## src/rtl/lsu_mem_access_if.sv

```systemverilog
// Handshake bundle between the M stage, the load/store unit and the SRAM-like
// data port that feeds the AXI bridge.
//   req_*  / flush      : M-stage request side (driven by the pipeline)
//   resp_* / *addrerr   : completion and exception reporting back to the pipeline
//   data_*              : SRAM-like bus toward the AXI bridge
// Modports:
//   master : pipeline + bus environment (drives requests and bus responses)
//   slave  : the load/store unit itself
interface lsu_mem_access_if #(
  parameter int DATA_W = 32,
  parameter int ADDR_W = 32
);
  localparam int STRB_W = DATA_W / 8;

  logic              req_valid;
  logic              req_ready;
  logic              req_we;
  logic [1:0]        req_size;
  logic              req_unsigned;
  logic [ADDR_W-1:0] req_addr;
  logic [DATA_W-1:0] req_wdata;
  logic              flush;

  logic              data_req;
  logic              data_wr;
  logic [1:0]        data_size;
  logic [ADDR_W-1:0] data_addr;
  logic [DATA_W-1:0] data_wdata;
  logic [STRB_W-1:0] data_wstrb;
  logic              data_addr_ok;
  logic              data_data_ok;
  logic [DATA_W-1:0] data_rdata;

  logic              resp_valid;
  logic [DATA_W-1:0] resp_rdata;
  logic              laddrerr;
  logic              saddrerr;
  logic [ADDR_W-1:0] badvaddr;

  modport master (
    output req_valid, req_we, req_size, req_unsigned, req_addr, req_wdata, flush,
    output data_addr_ok, data_data_ok, data_rdata,
    input  req_ready, data_req, data_wr, data_size, data_addr, data_wdata, data_wstrb,
    input  resp_valid, resp_rdata, laddrerr, saddrerr, badvaddr
  );

  modport slave (
    input  req_valid, req_we, req_size, req_unsigned, req_addr, req_wdata, flush,
    input  data_addr_ok, data_data_ok, data_rdata,
    output req_ready, data_req, data_wr, data_size, data_addr, data_wdata, data_wstrb,
    output resp_valid, resp_rdata, laddrerr, saddrerr, badvaddr
  );
endinterface

```

## src/rtl/lsu_mem_access.sv

```systemverilog
// Memory-stage load/store access unit.
// Accepts one load/store at a time from the M stage, checks alignment, reports
// misaligned accesses as registered address-error pulses with BadVAddr capture,
// and issues aligned accesses on the SRAM-like data port. The pipeline is
// stalled (req_ready low) until the access completes; loads return sign- or
// zero-extended data. A flush cancels the in-flight access without withdrawing
// the bus request.
// Ports:
//   clk    : core clock
//   resetn : asynchronous active-low reset
//   io     : request/response/bus bundle (slave view)
module lsu_mem_access #(
  parameter int DATA_W = 32,
  parameter int ADDR_W = 32
) (
  input  logic            clk,
  input  logic            resetn,
  lsu_mem_access_if.slave io
);
  localparam int STRB_W = DATA_W / 8;
  localparam int OFF_W  = $clog2(STRB_W);

  typedef enum logic [1:0] {
    IDLE = 2'd0,
    REQ  = 2'd1,
    WAIT = 2'd2,
    RESP = 2'd3
  } state_t;

  state_t            state;
  logic              cancel;
  logic              lat_unsigned;
  logic              data_req;
  logic              data_wr;
  logic [1:0]        data_size;
  logic [ADDR_W-1:0] data_addr;
  logic [DATA_W-1:0] data_wdata;
  logic [STRB_W-1:0] data_wstrb;
  logic              resp_valid;
  logic [DATA_W-1:0] resp_rdata;
  logic              laddrerr;
  logic              saddrerr;
  logic [ADDR_W-1:0] badvaddr;

  // Alignment check on the incoming request; double is never legal on a 32-bit bus.
  logic misaligned;
  always_comb begin
    case (io.req_size)
      2'd0:    misaligned = 1'b0;
      2'd1:    misaligned = io.req_addr[0];
      2'd2:    misaligned = |io.req_addr[1:0];
      default: misaligned = (DATA_W == 32) || (|io.req_addr[2:0]);
    endcase
  end

  // Store lane replication and byte enables, computed from the live request
  // so the latched bus copy is ready the cycle after acceptance.
  logic [OFF_W-1:0]  req_off;
  logic [STRB_W-1:0] base_strb;
  logic [STRB_W-1:0] st_wstrb;
  logic [DATA_W-1:0] st_wdata;

  assign req_off = io.req_addr[OFF_W-1:0];

  always_comb begin
    base_strb = '0;
    st_wdata  = io.req_wdata;
    case (io.req_size)
      2'd0: begin
        base_strb[0]   = 1'b1;
        st_wdata       = {STRB_W{io.req_wdata[7:0]}};
      end
      2'd1: begin
        base_strb[1:0] = '1;
        st_wdata       = {(STRB_W/2){io.req_wdata[15:0]}};
      end
      2'd2: begin
        base_strb[3:0] = '1;
        st_wdata       = {(DATA_W/32){io.req_wdata[31:0]}};
      end
      default: base_strb = '1;
    endcase
    st_wstrb = base_strb << req_off;
    if (!io.req_we) begin
      st_wdata = '0;
      st_wstrb = '0;
    end
  end

  // Load result: move the addressed bytes down to bit 0, then extend.
  // Extension fills the whole word first and overwrites the low field, which
  // keeps the same code valid for both bus widths.
  logic [OFF_W-1:0]  rsp_off;
  logic [DATA_W-1:0] shifted;
  logic [DATA_W-1:0] ld_data;

  assign rsp_off = data_addr[OFF_W-1:0];
  assign shifted = io.data_rdata >> {rsp_off, 3'b000};

  always_comb begin
    ld_data = shifted;
    case (data_size)
      2'd0: begin
        ld_data        = (shifted[7] && !lat_unsigned) ? '1 : '0;
        ld_data[7:0]   = shifted[7:0];
      end
      2'd1: begin
        ld_data        = (shifted[15] && !lat_unsigned) ? '1 : '0;
        ld_data[15:0]  = shifted[15:0];
      end
      2'd2: begin
        ld_data        = (shifted[31] && !lat_unsigned) ? '1 : '0;
        ld_data[31:0]  = shifted[31:0];
      end
      default: ld_data = shifted;
    endcase
    if (data_wr) begin
      ld_data = '0;
    end
  end

  // A flush arriving in the same cycle as data_ok cancels just like an earlier one.
  logic cancel_now;
  assign cancel_now = cancel || io.flush;

  always_ff @(posedge clk or negedge resetn) begin
    if (!resetn) begin
      state        <= IDLE;
      cancel       <= 1'b0;
      lat_unsigned <= 1'b0;
      data_req     <= 1'b0;
      data_wr      <= 1'b0;
      data_size    <= '0;
      data_addr    <= '0;
      data_wdata   <= '0;
      data_wstrb   <= '0;
      resp_valid   <= 1'b0;
      resp_rdata   <= '0;
      laddrerr     <= 1'b0;
      saddrerr     <= 1'b0;
      badvaddr     <= '0;
    end else begin
      resp_valid <= 1'b0;
      laddrerr   <= 1'b0;
      saddrerr   <= 1'b0;
      case (state)
        IDLE: begin
          if (io.req_valid && !io.flush) begin
            if (misaligned) begin
              resp_valid <= 1'b1;
              laddrerr   <= !io.req_we;
              saddrerr   <= io.req_we;
              badvaddr   <= io.req_addr;
              resp_rdata <= '0;
            end else begin
              data_req     <= 1'b1;
              data_wr      <= io.req_we;
              data_size    <= io.req_size;
              data_addr    <= io.req_addr;
              data_wdata   <= st_wdata;
              data_wstrb   <= st_wstrb;
              lat_unsigned <= io.req_unsigned;
              cancel       <= 1'b0;
              state        <= REQ;
            end
          end
        end
        REQ: begin
          if (io.flush) begin
            cancel <= 1'b1;
          end
          if (io.data_addr_ok) begin
            data_req <= 1'b0;
            if (io.data_data_ok) begin
              if (cancel_now) begin
                cancel <= 1'b0;
                state  <= IDLE;
              end else begin
                resp_rdata <= ld_data;
                state      <= RESP;
              end
            end else begin
              state <= WAIT;
            end
          end
        end
        WAIT: begin
          if (io.flush) begin
            cancel <= 1'b1;
          end
          if (io.data_data_ok) begin
            if (cancel_now) begin
              cancel <= 1'b0;
              state  <= IDLE;
            end else begin
              resp_rdata <= ld_data;
              state      <= RESP;
            end
          end
        end
        RESP: begin
          resp_valid <= !io.flush;
          state      <= IDLE;
        end
        default: state <= IDLE;
      endcase
    end
  end

  assign io.req_ready  = (state == IDLE);
  assign io.data_req   = data_req;
  assign io.data_wr    = data_wr;
  assign io.data_size  = data_size;
  assign io.data_addr  = data_addr;
  assign io.data_wdata = data_wdata;
  assign io.data_wstrb = data_wstrb;
  assign io.resp_valid = resp_valid;
  assign io.resp_rdata = resp_rdata;
  assign io.laddrerr   = laddrerr;
  assign io.saddrerr   = saddrerr;
  assign io.badvaddr   = badvaddr;
endmodule
```

## src/flat_wrapper.sv

```systemverilog
// flat-port wrapper written by rule: the top's interface ports become plain ports
module lsu_mem_access_flat 
#(
  parameter int DATA_W = 32,
  parameter int ADDR_W = 32
)
  (clk, resetn, io_req_valid, io_req_we, io_req_size, io_req_unsigned, io_req_addr, io_req_wdata, io_flush, io_data_addr_ok, io_data_data_ok, io_data_rdata, io_req_ready, io_data_req, io_data_wr, io_data_size, io_data_addr, io_data_wdata, io_data_wstrb, io_resp_valid, io_resp_rdata, io_laddrerr, io_saddrerr, io_badvaddr);
  lsu_mem_access_if #(.DATA_W(DATA_W), .ADDR_W(ADDR_W)) io_i ();
  input  logic clk;
  input  logic resetn;
  input wire logic [$bits(io_i.req_valid)-1:0] io_req_valid;
  input wire logic [$bits(io_i.req_we)-1:0] io_req_we;
  input wire logic [$bits(io_i.req_size)-1:0] io_req_size;
  input wire logic [$bits(io_i.req_unsigned)-1:0] io_req_unsigned;
  input wire logic [$bits(io_i.req_addr)-1:0] io_req_addr;
  input wire logic [$bits(io_i.req_wdata)-1:0] io_req_wdata;
  input wire logic [$bits(io_i.flush)-1:0] io_flush;
  input wire logic [$bits(io_i.data_addr_ok)-1:0] io_data_addr_ok;
  input wire logic [$bits(io_i.data_data_ok)-1:0] io_data_data_ok;
  input wire logic [$bits(io_i.data_rdata)-1:0] io_data_rdata;
  output wire logic [$bits(io_i.req_ready)-1:0] io_req_ready;
  output wire logic [$bits(io_i.data_req)-1:0] io_data_req;
  output wire logic [$bits(io_i.data_wr)-1:0] io_data_wr;
  output wire logic [$bits(io_i.data_size)-1:0] io_data_size;
  output wire logic [$bits(io_i.data_addr)-1:0] io_data_addr;
  output wire logic [$bits(io_i.data_wdata)-1:0] io_data_wdata;
  output wire logic [$bits(io_i.data_wstrb)-1:0] io_data_wstrb;
  output wire logic [$bits(io_i.resp_valid)-1:0] io_resp_valid;
  output wire logic [$bits(io_i.resp_rdata)-1:0] io_resp_rdata;
  output wire logic [$bits(io_i.laddrerr)-1:0] io_laddrerr;
  output wire logic [$bits(io_i.saddrerr)-1:0] io_saddrerr;
  output wire logic [$bits(io_i.badvaddr)-1:0] io_badvaddr;
  assign io_i.req_valid = io_req_valid;
  assign io_i.req_we = io_req_we;
  assign io_i.req_size = io_req_size;
  assign io_i.req_unsigned = io_req_unsigned;
  assign io_i.req_addr = io_req_addr;
  assign io_i.req_wdata = io_req_wdata;
  assign io_i.flush = io_flush;
  assign io_i.data_addr_ok = io_data_addr_ok;
  assign io_i.data_data_ok = io_data_data_ok;
  assign io_i.data_rdata = io_data_rdata;
  assign io_req_ready = io_i.req_ready;
  assign io_data_req = io_i.data_req;
  assign io_data_wr = io_i.data_wr;
  assign io_data_size = io_i.data_size;
  assign io_data_addr = io_i.data_addr;
  assign io_data_wdata = io_i.data_wdata;
  assign io_data_wstrb = io_i.data_wstrb;
  assign io_resp_valid = io_i.resp_valid;
  assign io_resp_rdata = io_i.resp_rdata;
  assign io_laddrerr = io_i.laddrerr;
  assign io_saddrerr = io_i.saddrerr;
  assign io_badvaddr = io_i.badvaddr;
  lsu_mem_access #(.DATA_W(DATA_W), .ADDR_W(ADDR_W)) u_core (.clk(clk), .resetn(resetn), .io(io_i));
endmodule
```

## config.mk

```make
export PLATFORM = sky130hd
export DESIGN_NAME = lsu_mem_access_flat
export DESIGN_NICKNAME = d
export VERILOG_FILES = /design/src/rtl/lsu_mem_access_if.sv /design/src/rtl/lsu_mem_access.sv /design/src/flat_wrapper.sv
export SDC_FILE = /design/constraint.sdc
export NUM_CORES = 1
export LEC_CHECK = 0
export CORE_UTILIZATION = 35
export DETAILED_ROUTE_END_ITERATION = 12
export GPL_ROUTABILITY_DRIVEN = 0
export PLACE_DENSITY = 0.73
export SYNTH_ARGS = -nofsm -noshare
export SYNTH_HDL_FRONTEND = slang
export SYNTH_SLANG_ARGS = --single-unit
```

## constraint.sdc

```tcl
create_clock -name clk -period 3.45 [get_ports clk]
set_clock_uncertainty 0.15 [all_clocks]
set_input_delay 0.5175 -clock clk [delete_from_list [all_inputs] [get_ports clk]]
set_output_delay 0.5175 -clock clk [all_outputs]
set_load 0.005 [all_outputs]
```

==> metrics.yaml <==
antenna_found_initial: 0
die_x_um: 139.5
mostFrequentLayoutCells: "244 x clkdlybuf4s50_1, 143 x dfrtp_1, 85 x nand2_1"
synthTopCellsByArea: "dfrtp_1 54%, mux2_2 10%, mux2i_1 6.7%, nand2_1 4.8%, o21ai_0 3.6%"
violations: "negative hold slack"
cp.required_ps: 2780
wl_met2_mm: 9.135
synth_fp_nets: 675
final-setup-viol-count: 0
peakVddDrop_uv: 362.5
fin_nets: 907
post_cts_buffers: 0
drv_cap: 0
start_util_pct: 36.23
wl_met3_mm: 1.556
row_count: 49
numPortBuffers: 245
syn_to_final_growth_pct: 48.82
grt_pass1_vias: 5485
dp_hpwl_mm: 13.69
power.density_nw_per_um2: 866.2
wl_met1_mm: 8.183
holdBufCountCts: 0
syn_area_um2: 6620
tns_ps: 0
crit_chain: "clkdlybuf4s50_1"
worstSetupPathType: "flop to output pin"
grt_setup_unrepaired: "false"
detailedRoute.firstPassIterationCount: 4
die_area_um2: 19470
place_inst: 1006
gr-total-overflow: 0
vias_per_cell: 5.189
grt_max_degree: 77
cts.sinks: 143
synth_top_area_cell: "dfrtp_1"
synthCells: 564
yosysTopAreaCellShare_pct: 54.05
postRouteAntennaNets: 0
final_layout_size_suffix_gt1_share_pct: 13.97
status: "complete, but fails checks"
worstRegToRegCells: 4
crit_family: "flip-flops"
vias: 5386
final.period_utilization_pct: 74.09
timing.rr.end: "u_core.io.resp_rdata[22]"
worstMarginPinSlew_ps: 772.6
design.core.area_um2: 18270
critical-path-slowest-cell: "dfrtp_1"
crit_fanout: 21
routed.top_layer: "met4"
critPathMaxStageDelay_ps: 840
fin_crit_ps: 2556
synth.distinct_cells: 44
yosysSeqAreaShare_pct: 54.05
ys_warn_count: 0
die_y_um: 139.5
wl_per_cell_um: 18.47
insertion_delay_ps: 410
whs_ps: -17.90
fillers: 1637
start_kind: "flop"
synth_area_per_cell_um2: 11.74
drc: 0
grt_pass1_wl_mm: 30.63
synth-edff-count: 0
rrSetupSlack_ps: 950
async_reset_ff_share_pct: 100.0
end_kind: "output pin"
dp_slack_ps: 560.1
wl_mm: 19.17
maxClockFrequency_mhz: 391.2
slew_violations: 0
cts_buffer_depth: 2
synth_ff_type: "dfrtp_1"
maxSlewHeadroom_pct: 48.49
n_antenna_cell: 0
synth-seq-cells: 143
critPathBufInv: 1
root_buffer: "clkbuf_16"
cts_buffers: 17
drt-initial-drc-count: 228
hold_viol: 12
instances_no_fill: 1038
io_pins: 246
arrival_ps: 1890
setup_ws_ps: 894.0
clk_pin_slew_ps: 60
leakagePower_nw: 4.248
r2r_start: "u_core.io.data_addr[1]"
post_cts_resized: 0
hp-class: "input pin to asynchronous set/reset pin"
fin_total_pwr_mw: 8.534
htree_levels: 4
grt_usage_pct: 20.38
cts_tree: "done"
mostFrequentLayoutCell: "clkdlybuf4s50_1"
sequential cells by signal (all words and copies together), names as in the netlist:
name and cells:
u_core.io.resp_rdata 32, u_core.lat_unsigned 1, u_core.io.resp_valid 1, u_core.io.data_wdata 32, u_core.io.data_wr 1, u_core.io.data_size 2, u_core.io.badvaddr 32, u_core.io.saddrerr 1
u_core.io.data_req 1, u_core.io.data_wstrb 4, u_core.state 2, u_core.cancel 1, u_core.io.laddrerr 1, u_core.io.data_addr 32
per-layer routing:
metal	up-vias	global-route usage, %
met5	-	0
met4	0	6.536
met3	20	5.884
met2	228	33.38
met1	2636	25.96
li1	2502	-
report_power, final:
part           total (mW)  internal (mW)  switching, mW
combinational        3.64           2.23           1.40
sequential           3.00           2.46          0.539
clock                1.90           1.18          0.719
total                8.53           5.87           2.66
Yosys cell counts (8+ instances only):
| library cell | n |
|---|---|
| mux2_2 | 59 |
| o31ai_1 | 17 |
| buf_2 | 16 |
| a22o_1 | 9 |
| mux2i_1 | 44 |
| nor2_1 | 11 |
| a32o_1 | 23 |
| nand2_1 | 85 |
| a2bb2oi_1 | 8 |
| nor2b_1 | 10 |
| mux2_1 | 9 |
| o21ai_0 | 48 |
| clkbuf_1 | 23 |
| dfrtp_1 | 143 |
cells by family (layout without fill, tap and decap cells):
kind of cell / count (synthesis) / in the layout / share of synthesized area (%)
buf+inv: 53 / 298 / 4.139
mux: 113 / 113 / 18.56
simple gates: 120 / 120 / 7.844
flops: 143 / 143 / 54.05
fa+ha+maj: 5 / 5 / 0.9450
compound gates: 130 / 130 / 14.46
worst max-delay path by stage:
| stage | start | cells after the start | endpoint | slack (ps) |
|---|---|---|---|---|
| finish | u_core.io.data_addr[1] | 1 | io_data_addr[1] | 890 |
| global route | u_core.state[1] | 3 | io_req_ready | 770 |
| CTS | u_core.io.data_addr[1] | 1 | io_data_addr[1] | 870 |
| detailed placement | io_req_addr[0] | 5 | u_core.io.data_addr[17] | 560 |
| global placement | io_req_addr[0] | 5 | u_core.io.data_addr[15] | 640 |
| floorplan | u_core.state[0] | 8 | u_core.io.resp_rdata[26] | 1440 |
layout make-up:
| type | count | area, um^2 | share of cell area [%] |
|---|---|---|---|
| Sequential cell | 143 | 3578 | 36.32 |
| Inverter | 5 | 18.77 | 0.1905 |
| Multi-Input combinational cell | 368 | 2768 | 28.09 |
| Tap cell | 229 | 286.5 | 2.908 |
| Timing Repair Buffer | 261 | 2586 | 26.25 |
| Clock buffer | 20 | 456.7 | 4.636 |
| Clock inverter | 12 | 157.7 | 1.600 |
stage by stage:
step / utilization, % / hold WS [ps] / cell area [um^2]
floorplan: - / 71.91 / 6620
global placement: 50.56 / 308.3 / 9238
detailed placement: 50.56 / 315.9 / 9238
CTS: 53.92 / 11.50 / 9852
global route: 53.92 / 33.10 / 9852
finish: 53.92 / -17.90 / 9852
Note: power is estimated with default switching activity, not from simulation.
